--- src/rtl/mem_pkg.sv ---
`default_nettype none
// mem_pkg -- shared defaults and state encoding for the memory copy engine.
// Rev 1.0
package mem_pkg;

  localparam int AW_DEFAULT = 8;
  localparam int DW_DEFAULT = 8;

  localparam logic [1:0] ST_IDLE  = 2'd0;
  localparam logic [1:0] ST_READ  = 2'd1;
  localparam logic [1:0] ST_WRITE = 2'd2;
  localparam logic [1:0] ST_FIN   = 2'd3;

endpackage
`default_nettype wire

--- src/rtl/mem_copy_engine.sv ---
`default_nettype none
// mem_copy_engine -- byte-wise forward memory copy, two cycles per byte, running checksum.
// Rev 1.0
module mem_copy_engine
  import mem_pkg::*;
#(
  parameter int AW = AW_DEFAULT,
  parameter int DW = DW_DEFAULT
) (
  input  logic          clk,
  input  logic          rst_n,
  input  logic          start,
  input  logic [AW-1:0] src_addr,
  input  logic [AW-1:0] dst_addr,
  input  logic [AW:0]   len,
  input  logic [DW-1:0] read_data,
  output logic [AW-1:0] address,
  output logic [DW-1:0] write_data,
  output logic          mem_read,
  output logic          mem_write,
  output logic          busy,
  output logic          done,
  output logic [DW-1:0] checksum
);

  logic [1:0]    state;
  logic [1:0]    next_state;
  logic [AW-1:0] src;
  logic [AW-1:0] dst;
  logic [AW:0]   len_q;
  logic [AW:0]   idx;
  logic [AW:0]   idx_next;
  logic [DW-1:0] buffer;

  // idx is one bit wider than an address so a full-memory length terminates.
  assign idx_next = idx + {{AW{1'b0}}, 1'b1};

  always_ff @(posedge clk or negedge rst_n) begin
    if (!rst_n) begin
      state <= ST_IDLE;
    end else begin
      state <= next_state;
    end
  end

  always_comb begin
    next_state = state;
    case (state)
      ST_IDLE: begin
        if (start) begin
          next_state = (len == '0) ? ST_FIN : ST_READ;
        end
      end
      ST_READ:  next_state = ST_WRITE;
      ST_WRITE: next_state = (idx_next == len_q) ? ST_FIN : ST_READ;
      ST_FIN:   next_state = ST_IDLE;
      default:  next_state = ST_IDLE;
    endcase
  end

  always_comb begin
    busy       = (state != ST_IDLE);
    done       = (state == ST_FIN);
    mem_read   = (state == ST_READ);
    mem_write  = (state == ST_WRITE);
    address    = '0;
    write_data = '0;
    case (state)
      ST_READ:  address = src + idx[AW-1:0];
      ST_WRITE: begin
        address    = dst + idx[AW-1:0];
        write_data = buffer;
      end
      default: begin
        address    = '0;
        write_data = '0;
      end
    endcase
  end

  always_ff @(posedge clk or negedge rst_n) begin
    if (!rst_n) begin
      src      <= '0;
      dst      <= '0;
      len_q    <= '0;
      idx      <= '0;
      buffer   <= '0;
      checksum <= '0;
    end else begin
      case (state)
        ST_IDLE: begin
          if (start) begin
            src      <= src_addr;
            dst      <= dst_addr;
            len_q    <= len;
            idx      <= '0;
            checksum <= '0;
          end
        end
        ST_READ: begin
          buffer   <= read_data;
          checksum <= checksum + read_data;
        end
        ST_WRITE: idx <= idx_next;
        default: ;
      endcase
    end
  end

endmodule
`default_nettype wire

--- config.mk ---
export PLATFORM = sky130hd
export DESIGN_NAME = mem_copy_engine
export DESIGN_NICKNAME = d
export VERILOG_FILES = /design/src/rtl/mem_pkg.sv /design/src/rtl/mem_copy_engine.sv
export SDC_FILE = /design/constraint.sdc
export NUM_CORES = 1
export LEC_CHECK = 0
export BUFFER_PORTS_ARGS = -buffer_cell sky130_fd_sc_hd__buf_2
export CAP_MARGIN = 15
export CORE_ASPECT_RATIO = 2
export CORE_MARGIN = 2
export CORE_UTILIZATION = 50
export CTS_BUF_LIST = sky130_fd_sc_hd__clkbuf_16
export CTS_CLUSTER_SIZE = 20
export DETAILED_ROUTE_END_ITERATION = 12
export HOLD_SLACK_MARGIN = 0.15
export PLACE_DENSITY = 0.76
export SLEW_MARGIN = 10
export SYNTH_ARGS = -nofsm -noshare
export SYNTH_HDL_FRONTEND = slang
export SYNTH_SLANG_ARGS = --single-unit
--- constraint.sdc ---
create_clock -name clk -period 3.1 [get_ports clk]
set_input_delay 0.62 -clock clk [delete_from_list [all_inputs] [get_ports clk]]
set_output_delay 0.62 -clock clk [all_outputs]
set_load 0.02 [all_outputs]
# ---- Word-level counts from Yosys, hierarchy flattened
# Index checks and enable logic that the tools add are counted.
dict set report totals {
  output_inout_bits 28
  reg_bits 52
  input_bits 36
}
dict set report op_classes {
  muxes 10
  add_sub_neg 4
  n_eq_ne 5
  reduce_logical 8
}
# operator count
set ops {}
lappend ops {{8-bit one-hot mux with 2 select lines} 2}
lappend ops {{8-bit adder} 3}
lappend ops {{9-bit one-hot mux with 2 select lines} 1}
lappend ops {{8-bit two-way mux} 2}
lappend ops {{9-bit by 1-bit adder with 9-bit output, second input constant} 1}
lappend ops {{9-bit equality test} 1}
lappend ops {{9-bit logical NOT} 1}
lappend ops {{9-bit two-way mux} 1}
lappend ops {{2-bit one-hot mux with 4 select lines} 1}
lappend ops {{2-bit two-way mux} 3}
lappend ops {{2-bit AND reduction} 3}
lappend ops {{2-bit nonzero test} 3}
lappend ops {{2-bit equality test, second input constant} 2}
lappend ops {{2-bit by 1-bit equality test with 1-bit output, second input constant} 1}
lappend ops {{2-bit logical NOT} 1}
lappend ops {{2-bit != test, second input constant} 1}

# ---- Logic depth before layout (Yosys ltp)
# Gate-level depths: netlist (run 1).
dict set report depth {
  word_depth 4
  mapped_depth 14
}

# ---- Worst setup path before layout (run 1)
# OpenSTA, ideal clock, no wires.
dict set report synth_timing {
  path_kind {flip-flop to output port}
  startpoint {reg state[0]}
  endpoint {out address[6]}
  required_ns 2.480
  path_slack_ns -0.633
  path_stages_with_launch 15
  arrival_ns 3.113
  n_path_buf 2
  cell_sequence {dfrtp_1 > inv_1 > ha_1 > buf_2 > buf_1 > mux2_2 > ha_1 > inv_1 > fa_1 > nor2b_1 > o21ai_0 > nand2b_1 > a21o_1 > a21oi_1 > mux2i_1}
}
dict set report synth_between {
  elab_chain_cells 2
  elab_cells_between_ends 3
  classes_between {eq/ne (2); mux (1)}
}
# item line
set synth_rtl {}
lappend synth_rtl {{from (decl)} mem_copy_engine.sv:26} ;# logic [1:0] state;
lappend synth_rtl {{from (signal assigned)} mem_copy_engine.sv:42} ;# state <= next_state;
lappend synth_rtl {{2-bit equality test} n/a}
lappend synth_rtl {{named net mem_write} mem_copy_engine.sv:20} ;# output logic mem_write,
lappend synth_rtl {{8-bit one-hot mux with 2 select lines} mem_copy_engine.sv:68} ;# case (state)
lappend synth_rtl {{to (decl)} mem_copy_engine.sv:17} ;# output logic [AW-1:0] address,
# The timed path passes the listed nets, and every way through them passes these cells.

# ---- Worst setup path in the final report (run 1)
dict set report layout_timing {
  startpoint {reg state[0]}
  endpoint {out address[7]}
}
dict set report layout_between {
  elab_chain_cells 2
  elab_cells_between_ends 3
  classes_between {eq/ne (2); mux (1)}
}
# item line
set layout_rtl {}
lappend layout_rtl {{2-bit equality test / 2-bit by 1-bit equality test with 1-bit output (equally long branches)} mem_copy_engine.sv:68}
lappend layout_rtl {{8-bit one-hot mux with 2 select lines *} mem_copy_engine.sv:68}
# Mark *: on every way between the ends. The rest lies on a longest branch, timed or not.

==> results of run 1 <==
final timing paths:
path / cells after the start / from / to / slack [ns]
max in group asynchronous: 2 / rst_n / dst[6]$_DFFE_PN0P_ / 2.04
worst min-delay path: 1 / rst_n / len_q[6]$_DFFE_PN0P_ / 0.27
worst min register to register: 1 / buffer[2]$_DFFE_PN0P_ / buffer[2]$_DFFE_PN0P_ / 0.50
worst max-delay path: 12 / state[0]$_DFFE_PN0P_ / address[7] / -0.33
min in group clk: 1 / buffer[2]$_DFFE_PN0P_ / buffer[2]$_DFFE_PN0P_ / 0.50
worst max register to register: 6 / state[0]$_DFFE_PN0P_ / checksum[7]$_DFFE_PN0P_ / 0.90
through the flow:
step                hold WS [ns]  setup TNS, ns  setup slack [ns]  cell area [um2]
floorplan                  0.324         -0.139           -0.0704             3280
global placement           0.482        -0.0373           -0.0264             3740
detailed placement         0.488         -0.106           -0.0731             3740
CTS                        0.291         -0.891            -0.325             3950
global route               0.309          -1.44            -0.406             3990
finish                     0.273          -1.02            -0.329             3990
placed cells by master, fill, tap and decap left out, types with 10 or more instances in the layout:
master	count
and2_1	15
a21oi_1	18
nor3_1	11
buf_4	22
dfrtp_1	52
nand2_1	20
mux2_2	38
xnor2_1	16
inv_1	10
ha_1	15
o21ai_0	16
buf_2	58
synth_stat cells, types with 2 or more instances:
cell / instances
nor2b_1: 4
o21bai_1: 3
nand2_1: 20
nand2b_1: 7
buf_2: 6
a21oi_2: 3
o21a_1: 2
a32o_1: 3
o21ai_0: 17
xor2_1: 7
fa_1: 2
a21o_1: 4
nor3_1: 11
dfrtp_1: 52
and2_1: 15
o21ai_1: 3
mux2_2: 40
and3_1: 2
ha_1: 19
nor4_1: 4
clkbuf_2: 2
nor2_1: 4
xnor2_1: 16
inv_1: 11
mux2i_1: 3
clkbuf_1: 6
a21oi_1: 20
nand3_1: 7
registers in the layout (all words and copies together) (netlist names):
name      cells
dst           8
src           8
idx           9
buffer        8
checksum      8
len_q         9
state         2
layer usage:
metal / global-route usage [%] / vias up
met2: 44.3 / 81
met1: 23.8 / 1287
met3: 3.96 / 26
li1: - / 1259
met5: 0 / -
met4: 15.2 / 0
critical path: cells and delay by family (launching register included):
family          cells  cell delay, ns
simple gates        2            0.64
mux                 1            0.30
compound gates      4            0.53
buf+inv             3            0.32
fa+ha+maj           2            0.32
flops               1            0.40
final cells by class:
| cell class | instances | area share (%) |
|---|---|---|
| multi-input cells | 232 | 47.0 |
| flip-flops and latches | 52 | 32.6 |
| repair buffers | 86 | 13.1 |
| clock buffers | 5 | 3.14 |
| well taps | 86 | 2.70 |
| inverters | 11 | 1.04 |
| clock inverters | 2 | 0.314 |
timing repair:
item / 4_1_cts / 5_1_grt
endpoints found under the hold margin: 0 / 0
buffers inserted: 3 / 4
endpoints found under the setup margin: 4 / 5
pin swaps: 8 / 4
resized for setup: 13 / 2
cells by family after synthesis:
family | Yosys count | share of synthesized area [%]
AND/OR/NAND/NOR | 82 | 13.9
AO/OA/AOI/OAI | 63 | 12.2
flip-flops | 52 | 40.6
multiplexers | 43 | 15.0
buffers and inverters | 26 | 3.36
XOR/XNOR | 23 | 6.29
adder cells (fa/ha/maj) | 21 | 8.67
where the power goes:
group	switching (mW)	internal, mW	leakage [nW]	total (mW)
Clock	0.250	0.294	0.0673	0.544
Sequential	0.224	0.976	0.638	1.20
Combinational	1.22	1.17	1.16	2.39
==> results.sh, run 1 <==
export IMPL_gr_total_overflow=0
export IMPL_drt_initial_drc_count=65
export IMPL_synth_edf_count=0
export IMPL_track_usage_pct=24.1
export IMPL_cts_sinks=52
export IMPL_syn_to_final_growth_pct=24.5
export IMPL_h_tree_depth=2
export IMPL_ant_nets=0
export IMPL_fin_ws_ns=-0.329
export IMPL_register_area_um2=1300
export IMPL_initial_core_util_pct=51.2
export IMPL_arrival_ns=2.81
export IMPL_violations="negative setup slack"
export IMPL_timing_critical_path_slowest_stage_cell="or4_4"
export IMPL_async_flop_share_pct=100
export IMPL_multiInputGateArea_um2=1880
export IMPL_clockBufferDepth=2
export IMPL_synth_cell_type_count=45
export IMPL_cpPeakStageDelay_ns=0.43
export IMPL_end_kind="primary output"
export IMPL_pin_count=64
export IMPL_m1WireLength_um=2730
export IMPL_die_x_um=60.6
export IMPL_period_needed_ns=3.43
export IMPL_hold_buffers=0
export IMPL_cp_required_ns=2.48
export IMPL_final_cells=474
export IMPL_cts_root_buffer="clkbuf_16"
export IMPL_p_leak_nw=1.87
export IMPL_startpoint_type="register"
export IMPL_hold_class="in -> async"
export IMPL_grt_pass1_vias=2724
export IMPL_wl_um=7910
export IMPL_wl_met3_um=277
export IMPL_wl_met2_um=4490
export IMPL_fin_crit_sh_pct=111
export IMPL_ys_ff_latch=52
export IMPL_port_buffers=63
export IMPL_grt_max_degree=34
export IMPL_cts_tree="done"
export IMPL_place_gp_congestion=0.892
export IMPL_syn_area_um2=3200
export IMPL_vias_per_cell=5.60
export IMPL_fin_skew_ns=0.00316
export IMPL_core_region_area_um2=6260
export IMPL_fin_util_pct=63.7
export IMPL_fillCellCount=532
export IMPL_grt_pass1_wl_um=12500
export IMPL_synth_flop_cell="dfrtp_1"
export IMPL_cellPowerDensity_nw_per_um2=1040
export IMPL_n_antenna_cell=0
export IMPL_finalMaxSlewViolations=0
export IMPL_place_inst=460
export IMPL_yosys_warnings=0
export IMPL_vias=2653
export IMPL_drive_gt1_share_pct=37.6
export IMPL_syn_area_per_cell_um2=10.3
export IMPL_path_cells="inv_2 -> ha_4 -> buf_6 -> mux2_4 -> ha_4 -> a21o_1 -> a21oi_2 -> o21bai_1 -> or4_4 -> a21oi_2 -> and3b_2 -> buf_6"
export IMPL_drv_cap=0
export IMPL_status="finished with violations"
export IMPL_final_hold_violation_count=0
export IMPL_max_slew_margin_pct=54.0
export IMPL_critPathMaxFanout=5
export IMPL_final_nets=445
export IMPL_post_route_drc_count=0
export IMPL_cts_buffers=5
export IMPL_die_y_um=117
export IMPL_vdd_drop_max_mv=0.584
export IMPL_hpwl_um=6090
export IMPL_synth_area_leaders="dfrtp_1 (41%), mux2_2 (14%), ha_1 (7.4%)"
export IMPL_clk_pin_slew_worst_paths_ns=0.07
export IMPL_grt_antenna_before_repair=0
export IMPL_clock_latency_ns=0.30
export IMPL_die_area_um2=7100
export IMPL_setup_viol=5
export IMPL_yosysTopAreaCellShare_pct=40.6
export IMPL_post_drt_wl_per_cell_um=16.7
export IMPL_highest_layer="met4"
export IMPL_synth_top_cell_by_area="dfrtp_1"
export IMPL_rsz0062_at_grt="true"
export IMPL_fmax_mhz=292
export IMPL_synthCells=310
export IMPL_worstMarginPinSlew_ns=0.689
export IMPL_drtPass1Iterations=4
export IMPL_rows=41
export IMPL_crit_type="reg -> out"
export IMPL_ys_seq_area_share_pct=40.6
export IMPL_synth_nets=367
export IMPL_p_total_mw=4.13
(Power assumes the default switching activity.)
==> run 2: changes to the inputs <==
CORE_UTILIZATION = 30   (was 50)
PLACE_DENSITY = default   (was 0.76)
REMOVE_ABC_BUFFERS = 1   (was default)
==> results.sh, run 2 (synthesis gave the netlist of run 1 again) <==
export IMPL_drv_cap=0
export IMPL_multiInputGateArea_um2=1890
export IMPL_fillCellCount=1107
export IMPL_hpwl_um=6430
export IMPL_startpoint="state[0]$_DFFE_PN0P_"
export IMPL_arrival_ns=2.81
export IMPL_cp_required_ns=2.48
export IMPL_place_inst=516
export IMPL_register_area_um2=1300
export IMPL_cts_buffers=5
export IMPL_grt_max_degree=32
export IMPL_cp_endpoint="address[7]"
export IMPL_reg2reg_slack_ns=0.79
export IMPL_crit_type="reg -> out"
export IMPL_drtPass1Iterations=4
export IMPL_final_nets=450
export IMPL_cts_tree="done"
export IMPL_post_route_drc_count=0
export IMPL_die_x_um=77.1
export IMPL_hold_slack_ns=0.297
export IMPL_syn_to_final_growth_pct=29.0
export IMPL_clk_pin_slew_worst_paths_ns=0.07
export IMPL_p_leak_nw=1.92
export IMPL_port_buffers=63
export IMPL_r2r_start="state[0]$_DFFE_PN0P_"
export IMPL_final_hold_violation_count=0
export IMPL_reg_largest_list="idx x9, len_q x9"
export IMPL_fin_skew_ns=0.00584
export IMPL_layout_common_cells="buf_2 (58), dfrtp_1 (52), mux2_2 (37), buf_4 (28), nand2_1 (20)"
export IMPL_h_tree_depth=2
export IMPL_ant_nets=0
export IMPL_hold_buffers=0
export IMPL_drive_gt1_share_pct=39.3
export IMPL_track_usage_pct=15.2
export IMPL_setup_tns_ns=-0.824
export IMPL_vdd_drop_max_mv=0.462
export IMPL_violations="negative setup slack"
export IMPL_grt_antenna_before_repair=0
export IMPL_startpoint_type="register"
export IMPL_fmax_mhz=292
export IMPL_n_antenna_cell=0
export IMPL_r2r_end="checksum[7]$_DFFE_PN0P_"
export IMPL_pin_count=64
export IMPL_max_slew_margin_pct=51.1
export IMPL_fin_ws_ns=-0.328
export IMPL_cellPowerDensity_nw_per_um2=1030
export IMPL_core_region_area_um2=10500
export IMPL_drt_initial_drc_count=67
export IMPL_post_drt_wl_per_cell_um=15.9
export IMPL_cts_sinks=52
export IMPL_grt_pass1_wl_um=13700
export IMPL_place_gp_congestion=0.815
export IMPL_fin_util_pct=39.4
export IMPL_status="finished with violations"
export IMPL_vias_per_cell=4.96
export IMPL_final_common_cell="buf_2"
export IMPL_clock_latency_ns=0.29
export IMPL_hold_class="in -> async"
export IMPL_initial_core_util_pct=30.6
export IMPL_critPathMaxFanout=4
export IMPL_final_cells=531
export IMPL_rr_worst_depth=9
export IMPL_worstMarginPinSlew_ns=0.734
export IMPL_vias=2635
export IMPL_cts_root_buffer="clkbuf_16"
export IMPL_die_y_um=150
export IMPL_grt_pass1_vias=2800
export IMPL_p_total_mw=4.24
export IMPL_rows=53
export IMPL_rsz0062_at_grt="true"
export IMPL_setup_viol=5
export IMPL_period_needed_ns=3.43
export IMPL_end_kind="primary output"
export IMPL_finalMaxSlewViolations=0
export IMPL_die_area_um2=11600
export IMPL_wl_um=8450
export IMPL_fin_crit_sh_pct=111
export IMPL_clockBufferDepth=2
export IMPL_gr_total_overflow=0
==> run 2: per-stage QoR <==
stage | worst slack (ns) | cell area [um2]
floorplan | -0.591 | 3140
global placement | -0.172 | 3790
detailed placement | -0.226 | 3790
CTS | -0.298 | 4100
global route | -0.400 | 4130
finish | -0.328 | 4130
==> run 2: power by group <==
part | total (mW) | switching [mW] | internal (mW) | leakage, nW
registers | 1.18 | 0.205 | 0.976 | 0.638
clock network | 0.622 | 0.246 | 0.377 | 0.0850
logic | 2.43 | 1.24 | 1.20 | 1.20
==> run 2: repair_timing <==
action | 4_1_cts | 5_1_grt
pin swaps | 5 | 3
endpoints found under the hold margin | 0 | 0
resized for setup | 25 | 2
setup buffers | 3 | 4
endpoints found under the setup margin | 6 | 5
==> run 2: layout make-up <==
type                            count  share of cell area (%)
Clock buffer                        5                    3.03
Clock inverter                      3                   0.939
Inverter                           11                   0.999
Multi-Input combinational cell    232                    45.7
Sequential cell                    52                    31.5
Tap cell                          137                    4.15
Timing Repair Buffer               91                    13.7
==> run 2: critical path, cell delays in order (launching register included) <==
cell and delay [ns]:
dfrtp_1 0.39, inv_2 0.08, ha_4 0.15, mux2_4 0.33
ha_4 0.21, a21o_1 0.18, a21oi_2 0.19, o21bai_2 0.10
or4_4 0.43, a21oi_2 0.13, and3b_1 0.20, buf_6 0.13
==> run 2: how the worst min path moves through the flow <==
stage	startpoint	endpoint
after floorplan	rst_n	buffer[0]$_DFFE_PN0P_
after global placement	buffer[2]$_DFFE_PN0P_	buffer[2]$_DFFE_PN0P_
after detailed placement	buffer[0]$_DFFE_PN0P_	buffer[0]$_DFFE_PN0P_
after CTS	rst_n	len_q[6]$_DFFE_PN0P_
after global routing	rst_n	len_q[4]$_DFFE_PN0P_
final	rst_n	len_q[5]$_DFFE_PN0P_
==> run 2: metal layers <==
layer | up-vias | GRT usage (%) | wire length (um)
met4 | 0 | 6.96 | 275
met1 | 1275 | 14.9 | 2940
met3 | 19 | 3.30 | 364
met2 | 73 | 29.6 | 4870
met5 | - | 0 | 0
li1 | 1268 | - | -
==> run 3: changes to the inputs <==
CORE_UTILIZATION = 45   (was 30)
PLACE_DENSITY = 0.7   (was default)
==> results.sh, run 3 (synthesis gave the netlist of run 1 again) <==
export IMPL_status="finished with violations"
export IMPL_violations="negative setup slack"
export IMPL_end_kind="primary output"
export IMPL_track_usage_pct=20.8
export IMPL_clockBufferDepth=2
export IMPL_initial_core_util_pct=46.2
export IMPL_vias_per_cell=5.44
export IMPL_die_area_um2=7850
export IMPL_crit_type="reg -> out"
export IMPL_grt_busiest_layer="met2"
export IMPL_hold_class="in -> async"
export IMPL_dpl_cell_area_um2=3700
export IMPL_postLayoutCellArea_um2=4020
export IMPL_fmax_mhz=291
export IMPL_r2r_start="state[0]$_DFFE_PN0P_"
export IMPL_hold_slack_ns=0.205
export IMPL_cts_buffers=5
export IMPL_setup_viol=4
export IMPL_die_y_um=123
export IMPL_layout_common_cells="buf_2 (59), dfrtp_1 (52), mux2_2 (37), buf_4 (23), nand2_1 (20)"
export IMPL_drt_initial_drc_count=73
export IMPL_die_x_um=63.7
export IMPL_use_met1_pct=21.3
export IMPL_cp_required_ns=2.48
export IMPL_wl_um=7780
export IMPL_use_met2_pct=41.7
export IMPL_fin_ws_ns=-0.337
export IMPL_max_slew_margin_pct=51.0
export IMPL_startpoint="state[0]$_DFFE_PN0P_"
export IMPL_drive_gt1_share_pct=38.7
export IMPL_fin_crit_sh_pct=111
export IMPL_startpoint_type="register"
export IMPL_cts_root_buffer="clkbuf_16"
export IMPL_fillCellCount=622
export IMPL_drv_cap=0
export IMPL_ant_nets=0
export IMPL_final_nets=446
export IMPL_syn_to_final_growth_pct=25.5
export IMPL_cellPowerDensity_nw_per_um2=1030
export IMPL_reg_largest_list="idx x9, len_q x9"
export IMPL_post_drt_wl_per_cell_um=16.2
export IMPL_arrival_ns=2.82
export IMPL_grt_pass1_wl_um=12600
export IMPL_fin_util_pct=57.9
export IMPL_p_leak_nw=1.90
export IMPL_port_buffers=63
export IMPL_vias=2612
export IMPL_rows=43
export IMPL_clk_pin_slew_worst_paths_ns=0.06
export IMPL_grt_pass1_vias=2662
export IMPL_period_needed_ns=3.44
export IMPL_core_region_area_um2=6940
export IMPL_post_place_ws_ns=-0.253
export IMPL_hold_buffers=0
export IMPL_fin_skew_ns=0.00662
export IMPL_rr_worst_depth=8
export IMPL_r2r_end="src[2]$_DFFE_PN0P_"
export IMPL_pin_count=64
export IMPL_gr_total_overflow=0
export IMPL_use_met3_pct=2.91
export IMPL_rsz0062_at_grt="true"
export IMPL_vdd_drop_max_mv=0.602
export IMPL_worstMarginPinSlew_ns=0.736
export IMPL_finalMaxSlewViolations=0
export IMPL_cts_tree="done"
export IMPL_critPathMaxFanout=4
export IMPL_post_route_drc_count=0
export IMPL_h_tree_depth=2
export IMPL_final_common_cell="buf_2"
export IMPL_clock_latency_ns=0.30
export IMPL_hpwl_um=5710
export IMPL_final_hold_violation_count=0
export IMPL_reg2reg_slack_ns=0.84
export IMPL_place_gp_congestion=0.935
export IMPL_grt_antenna_before_repair=0
export IMPL_place_inst=466
export IMPL_drtPass1Iterations=4
export IMPL_cts_sinks=52
export IMPL_n_antenna_cell=0
export IMPL_final_cells=480
export IMPL_grt_max_degree=41
==> run 3: how the worst max path moves through the flow <==
stage	to	cells after the start
CTS	address[7]	11
floorplan	address[7]	10
global route	address[7]	11
finish	address[7]	11
global placement	address[7]	11
detailed placement	address[6]	12
==> run 3: per-layer routing <==
layer / up-vias / share of wire [%]
met2: 67 / 59
met4: 0 / 2.2
met3: 14 / 3.1
met5: - / 0
li1: 1264 / -
met1: 1267 / 36
==> run 3: area by class of cell <==
cell class,instances,area (um2),area share [%]
inverters,11,41.3,1.03
multi-input cells,232,1900,47.3
clock buffers,5,125,3.11
clock inverters,3,11.3,0.280
well taps,90,113,2.80
repair buffers,87,528,13.1
flip-flops and latches,52,1300,32.4
==> run 3: where the power goes <==
part | leakage, nW | switching [mW] | total (mW) | internal (mW)
clock network | 0.0738 | 0.241 | 0.532 | 0.291
registers | 0.638 | 0.213 | 1.19 | 0.977
logic | 1.19 | 1.23 | 2.44 | 1.21
==> run 3: through the flow <==
step	power (mW)	TNS, ns
after global routing	4.46	-1.36
final	4.16	-0.809
after detailed placement	3.36	-0.511
after global placement	3.30	-0.280
after CTS	4.04	-0.590
after floorplan	2.66	-2.02
==> run 3: what timing repair did <==
action	4_1_cts	5_1_grt
endpoints found under the setup margin	5	5
pin swaps	7	8
hold endpoints to repair	0	0
setup buffers	3	4
gates resized for setup	18	13
==> run 3: critical path, stage by stage (launching register included) <==
cell	delay, ns
dfrtp_1	0.39
inv_2	0.08
ha_4	0.18
mux2_4	0.33
ha_4	0.22
a21o_1	0.18
a21oi_2	0.17
o21bai_2	0.09
or4_4	0.43
a21oi_2	0.14
and3b_1	0.19
buf_6	0.13
